File: config.mk
export PLATFORM = sky130hd
export DESIGN_NAME = sisc_ifetch
export DESIGN_NICKNAME = d
export VERILOG_FILES = /design/src/rtl/sisc_ifetch_pkg.sv /design/src/rtl/sisc_ifetch_wdt.sv /design/src/rtl/sisc_ifetch.sv
export SDC_FILE = /design/constraint.sdc
export NUM_CORES = 1
export LEC_CHECK = 0
export CORE_ASPECT_RATIO = 1.1
export CORE_UTILIZATION = 43
export DETAILED_ROUTE_END_ITERATION = 8
export MAX_ROUTING_LAYER = met4
export PLACE_DENSITY_LB_ADDON = 0.3
export SYNTH_ARGS = -nofsm -noshare
export SYNTH_HDL_FRONTEND = slang
export SYNTH_HIERARCHICAL = 1
export SYNTH_SLANG_ARGS = --single-unit
File: constraint.sdc
create_clock -name CLK -period 2.2 [get_ports CLK]
set_input_delay 0.66 -clock CLK [delete_from_list [all_inputs] [get_ports CLK]]
set_output_delay 0.66 -clock CLK [all_outputs]
set_load 0.02 [all_outputs]
File: src/rtl/sisc_ifetch_pkg.sv
// Shared definitions for the sisc instruction-fetch unit: opcodes, state encodings, defaults.
`default_nettype none

package sisc_ifetch_pkg;

  localparam int AW_DEFAULT = 16;

  localparam logic [3:0] OP_NOP = 4'h0;
  localparam logic [3:0] OP_HLT = 4'hF;

  typedef enum logic [1:0] {
    IF_IDLE  = 2'd0,
    IF_FETCH = 2'd1,
    IF_ISSUE = 2'd2,
    IF_HALT  = 2'd3
  } if_state_e;

  function automatic logic is_hlt(input logic [31:0] instr);
    return instr[31:28] == OP_HLT;
  endfunction

endpackage

`default_nettype wire

File: src/rtl/sisc_ifetch_wdt.sv
// Fetch watchdog: counts cycles waiting on imem_ack and flags the cycle the count reaches TIMEOUT.
`default_nettype none

module sisc_ifetch_wdt #(
  parameter int TIMEOUT = 15
) (
  input  logic CLK,
  input  logic RST_F,
  input  logic clr_i,
  input  logic en_i,
  output logic expired_o
);

  logic [7:0] count_q;
  logic [7:0] count_d;

  always_comb begin
    count_d = count_q;
    if (clr_i) begin
      count_d = 8'd0;
    end else if (en_i) begin
      count_d = count_q + 8'd1;
    end
  end

  always_ff @(posedge CLK or negedge RST_F) begin
    if (!RST_F) begin
      count_q <= 8'd0;
    end else begin
      count_q <= count_d;
    end
  end

  // Expiry is flagged in the waiting cycle whose increment would reach TIMEOUT,
  // so the owner can still let a same-cycle ack win.
  assign expired_o = (count_q == 8'(TIMEOUT - 1));

endmodule

`default_nettype wire

File: src/rtl/sisc_ifetch.sv
// Instruction fetch/issue unit: owns the PC, fetches from imem, holds IR until the core consumes it.
`default_nettype none

module sisc_ifetch
  import sisc_ifetch_pkg::*;
#(
  parameter int            AW       = AW_DEFAULT,
  parameter logic [AW-1:0] RESET_PC = '0,
  parameter int            TIMEOUT  = 15
) (
  input  logic          CLK,
  input  logic          RST_F,
  output logic          imem_req,
  output logic [AW-1:0] imem_addr,
  input  logic [31:0]   imem_rdata,
  input  logic          imem_ack,
  input  logic          next_instr,
  input  logic          br_taken,
  input  logic [AW-1:0] br_target,
  output logic [31:0]   IR,
  output logic          ir_valid,
  output logic [AW-1:0] pc,
  output logic          halted,
  output logic          fetch_err
);

  if_state_e     state_q, state_d;
  logic [AW-1:0] pc_q, pc_d;
  logic [31:0]   ir_q, ir_d;
  logic          ir_valid_q, ir_valid_d;
  logic          halted_q, halted_d;
  logic          err_q, err_d;
  logic          wdt_clr, wdt_en, wdt_expired;

  sisc_ifetch_wdt #(
    .TIMEOUT (TIMEOUT)
  ) u_wdt (
    .CLK       (CLK),
    .RST_F     (RST_F),
    .clr_i     (wdt_clr),
    .en_i      (wdt_en),
    .expired_o (wdt_expired)
  );

  always_comb begin
    state_d    = state_q;
    pc_d       = pc_q;
    ir_d       = ir_q;
    ir_valid_d = ir_valid_q;
    halted_d   = halted_q;
    err_d      = err_q;
    wdt_clr    = 1'b1;
    wdt_en     = 1'b0;
    case (state_q)
      IF_IDLE: state_d = IF_FETCH;
      IF_FETCH: begin
        wdt_clr = 1'b0;
        if (imem_ack) begin
          ir_d       = imem_rdata;
          ir_valid_d = 1'b1;
          wdt_clr    = 1'b1;
          state_d    = IF_ISSUE;
        end else begin
          wdt_en = 1'b1;
          if (wdt_expired) begin
            err_d    = 1'b1;
            halted_d = 1'b1;
            state_d  = IF_HALT;
          end
        end
      end
      IF_ISSUE: begin
        if (next_instr) begin
          ir_valid_d = 1'b0;
          if (is_hlt(ir_q)) begin
            halted_d = 1'b1;
            state_d  = IF_HALT;
          end else begin
            pc_d    = br_taken ? br_target : pc_q + AW'(1);
            state_d = IF_FETCH;
          end
        end
      end
      default: state_d = IF_HALT;
    endcase
  end

  always_ff @(posedge CLK or negedge RST_F) begin
    if (!RST_F) begin
      state_q    <= IF_IDLE;
      pc_q       <= RESET_PC;
      ir_q       <= {OP_NOP, 28'h0};
      ir_valid_q <= 1'b0;
      halted_q   <= 1'b0;
      err_q      <= 1'b0;
    end else begin
      state_q    <= state_d;
      pc_q       <= pc_d;
      ir_q       <= ir_d;
      ir_valid_q <= ir_valid_d;
      halted_q   <= halted_d;
      err_q      <= err_d;
    end
  end

  assign imem_req  = (state_q == IF_FETCH);
  assign imem_addr = pc_q;
  assign IR        = ir_q;
  assign ir_valid  = ir_valid_q;
  assign pc        = pc_q;
  assign halted    = halted_q;
  assign fetch_err = err_q;

endmodule

`default_nettype wire

==> out/metrics.cfg <==
[drt]
ant_nets = 0
drc = 0
wl_per_cell_um = 15.1
vias_per_cell = 5.28
first_iter_violations = 202
routed_wirelength_um = 7090
firstDrtPassIters = 4
vias = 2482

[layout]
final_util_pct = 67.6
stdcell_count = 470
nFillCells = 516
antennaDiodeCount = 0
layout-drive-gt1-share_pct = 18.3
fin_nets = 440
syn_to_final_growth_pct = 51.1
final_cell_area_um2 = 4460

[power_and_ir_drop]
power_density_nw_per_um2 = 1290
totalPowerFinal_mw = 5.77
ir_worst_vdd_mv = 0.809
p_leak_nw = 1.90

[floorplanning]
die_area_um2 = 7200
rows = 31
coreArea_um2 = 6590
die_h_um = 88.9
start_util_pct = 44.7
pin_count = 121
die_w_um = 81.0

[worst_setup_path]
slowest_stage = clkdlybuf4s50_1
path_buf_inv = 1
crit_type = reg -> out
crit_arrival_ps = 1470
path_delay_family = buffers and inverters
r2r_start = imem_addr[5]
crit_fanout = 7
r2r_slack_ps = 310
end_kind = output port
startpoint_type = flop
r2r-end = imem_addr[15]
worstPathCellList = clkdlybuf4s50_1
reg2reg_depth = 4
required_ps = 1540
critPathMaxStageDelay_ps = 670

[yosys]
synth_top_area_share_pct = 51.7
yosysWarningCount = 6
yosys-top-cells-area = dfrtp_1 52%, mux2_2 12%, buf_4 4.3%
synth.distinct_cells = 46
async_reset_ff_share_pct = 100
syn-instance-count = 265
syn_nets = 321
synth-seq-cells = 61
synthFlopType = dfrtp_1
synth-edff-count = 0
synth_seq_area_share_pct = 51.7
syn_avg_cell_area_um2 = 11.1
synth_largest_area_cell = dfrtp_1
syn_area_um2 = 2950

[clocking]
numClockSinks = 61
cts_hold_buf = 0
clock_path_buffers = 2
clk_pin_slew_ps = 70
worstSkewPairLatency_ps = 330
cts_buffers = 9
cts_tree = yes
clock-root-buffer = clkbuf_8
h-tree-depth = 3
postCtsSetupRepairBufs = 0

[min_path]
hp-class = in -> async

[sta]
hold_violations = 0
rsz0062_at_grt = false
worst_pin_slew_ps = 506
period_needed_ps = 2130
slew_viol_final = 0
finalSetupViolCount = 0
max_slew_margin_pct = 66.0
timing.final.ws_setup_ps = 65.0
clock_skew_ps = 8.26
fmax_ghz = 0.468
period_share_pct = 97.0

[grt]
first_global_vias = 2322
grt_pass1_wl_um = 11000
grt_use_total_pct = 20.9
grt_max_degree = 62
gr-total-overflow = 0
antenna_found_initial = 0

[place]
pre_cts_ws_ps = -62.6
port_buffers = 120
place_area_um2 = 4230
dp_hpwl_um = 4910
placed_cells = 455
routabilityCongestion = 0.793

[run]
maxCapViolations = 0

[run_status]
status = complete, no violations

cell type report:
class	count	area (µm²)	area share, %
well taps	82	103	2.30
flip-flops and latches	61	1530	34.3
clock inverters	5	75.1	1.68
clock buffers	10	138	3.09
inverters	6	22.5	0.505
multi-input cells	169	1220	27.4
repair buffers	137	1370	30.8
cells in the final DEF (no fill, tap or decap), drive strengths merged, types with 5 or more instances in the layout:
cell type,n
nor2,11
inv,5
dfrtp,61
a21oi,16
o21ai,16
buf,18
dlymetal6s2s,5
mux2,32
nand3,11
clkbuf,10
nand2,10
clkdlybuf4s50,113
nand4,8
stage by stage:
step / hold slack, ps / setup TNS [ps]
2_1_floorplan: 364 / 0
3_3_place_gp: 439 / 0
3_5_place_dp: 449 / -105
4_1_cts: 329 / 0
5_1_grt: 329 / 0
6_report: 305 / 0
registers in the layout (all words and copies together) (netlist names):
signal         cells
IR                32
fetch_err          1
halted             1
imem_addr         16
ir_valid           1
state_q            2
u_wdt/count_q      8
where the power goes:
| part | total [mW] | switching (mW) | leakage, nW | internal (mW) |
|---|---|---|---|---|
| Clock | 1.08 | 0.421 | 0.112 | 0.656 |
| Combinational | 2.74 | 1.29 | 1.03 | 1.46 |
| Sequential | 1.95 | 0.391 | 0.758 | 1.56 |
| Total | 5.77 | 2.10 | 1.90 | 3.67 |
synth_stat cells (3+ instances only):
library cell  count
o31ai_1           3
o21ai_0          16
ha_1              3
nor3_1            3
nand2_1          10
nand4_1           8
clkbuf_1          7
dfrtp_1          61
o22ai_1           4
nor4_1            3
a21oi_1          16
nand3_1           9
or4_1             4
xor2_1            3
a2bb2oi_1         3
buf_4            17
nor2_1           11
mux2_2           32
inv_1             5
buf_1             4
a31oi_1           4
mux2i_1           3
layer usage:
layer	global-route usage, %	share of wire, %	vias up
met3	5.36	5.5	5
li1	-	-	1199
met2	33.9	52	80
met1	25.3	41	1198
met5	-	0	-
met4	7.31	1.1	0
cells by family (layout without fill, tap and decap cells):
| family | Yosys count | count (layout) | share of synthesized area (%) |
|---|---|---|---|
| adders and majority gates | 3 | 3 | 1.27 |
| AOI/OAI and AO/OA | 62 | 62 | 13.3 |
| muxes | 35 | 35 | 13.2 |
| xor gates and xnor gates | 4 | 4 | 1.19 |
| and+or+nand+nor | 65 | 65 | 12.4 |
| DFF | 61 | 61 | 51.7 |
| buffers and inverters | 35 | 158 | 6.87 |
timing repair:
action                                 4_1_cts  5_1_grt
endpoints found under the hold margin        0        0
pin swaps                                    0        0
setup endpoints to repair                    1        8
gates resized for setup                      1        6
how the worst max path moves through the flow:
stage,start,end,depth (start not counted)
after floorplan,state_q[0],u_wdt/count_q[7],7
after detailed placement,imem_ack,u_wdt/count_q[7],6
after global routing,imem_addr[4],imem_addr[4],1
after global placement,imem_ack,u_wdt/count_q[7],6
after CTS,imem_addr[9],imem_addr[9],1
final,imem_addr[0],pc[0],1
No activity file was read; power rests on OpenSTA's default activity.
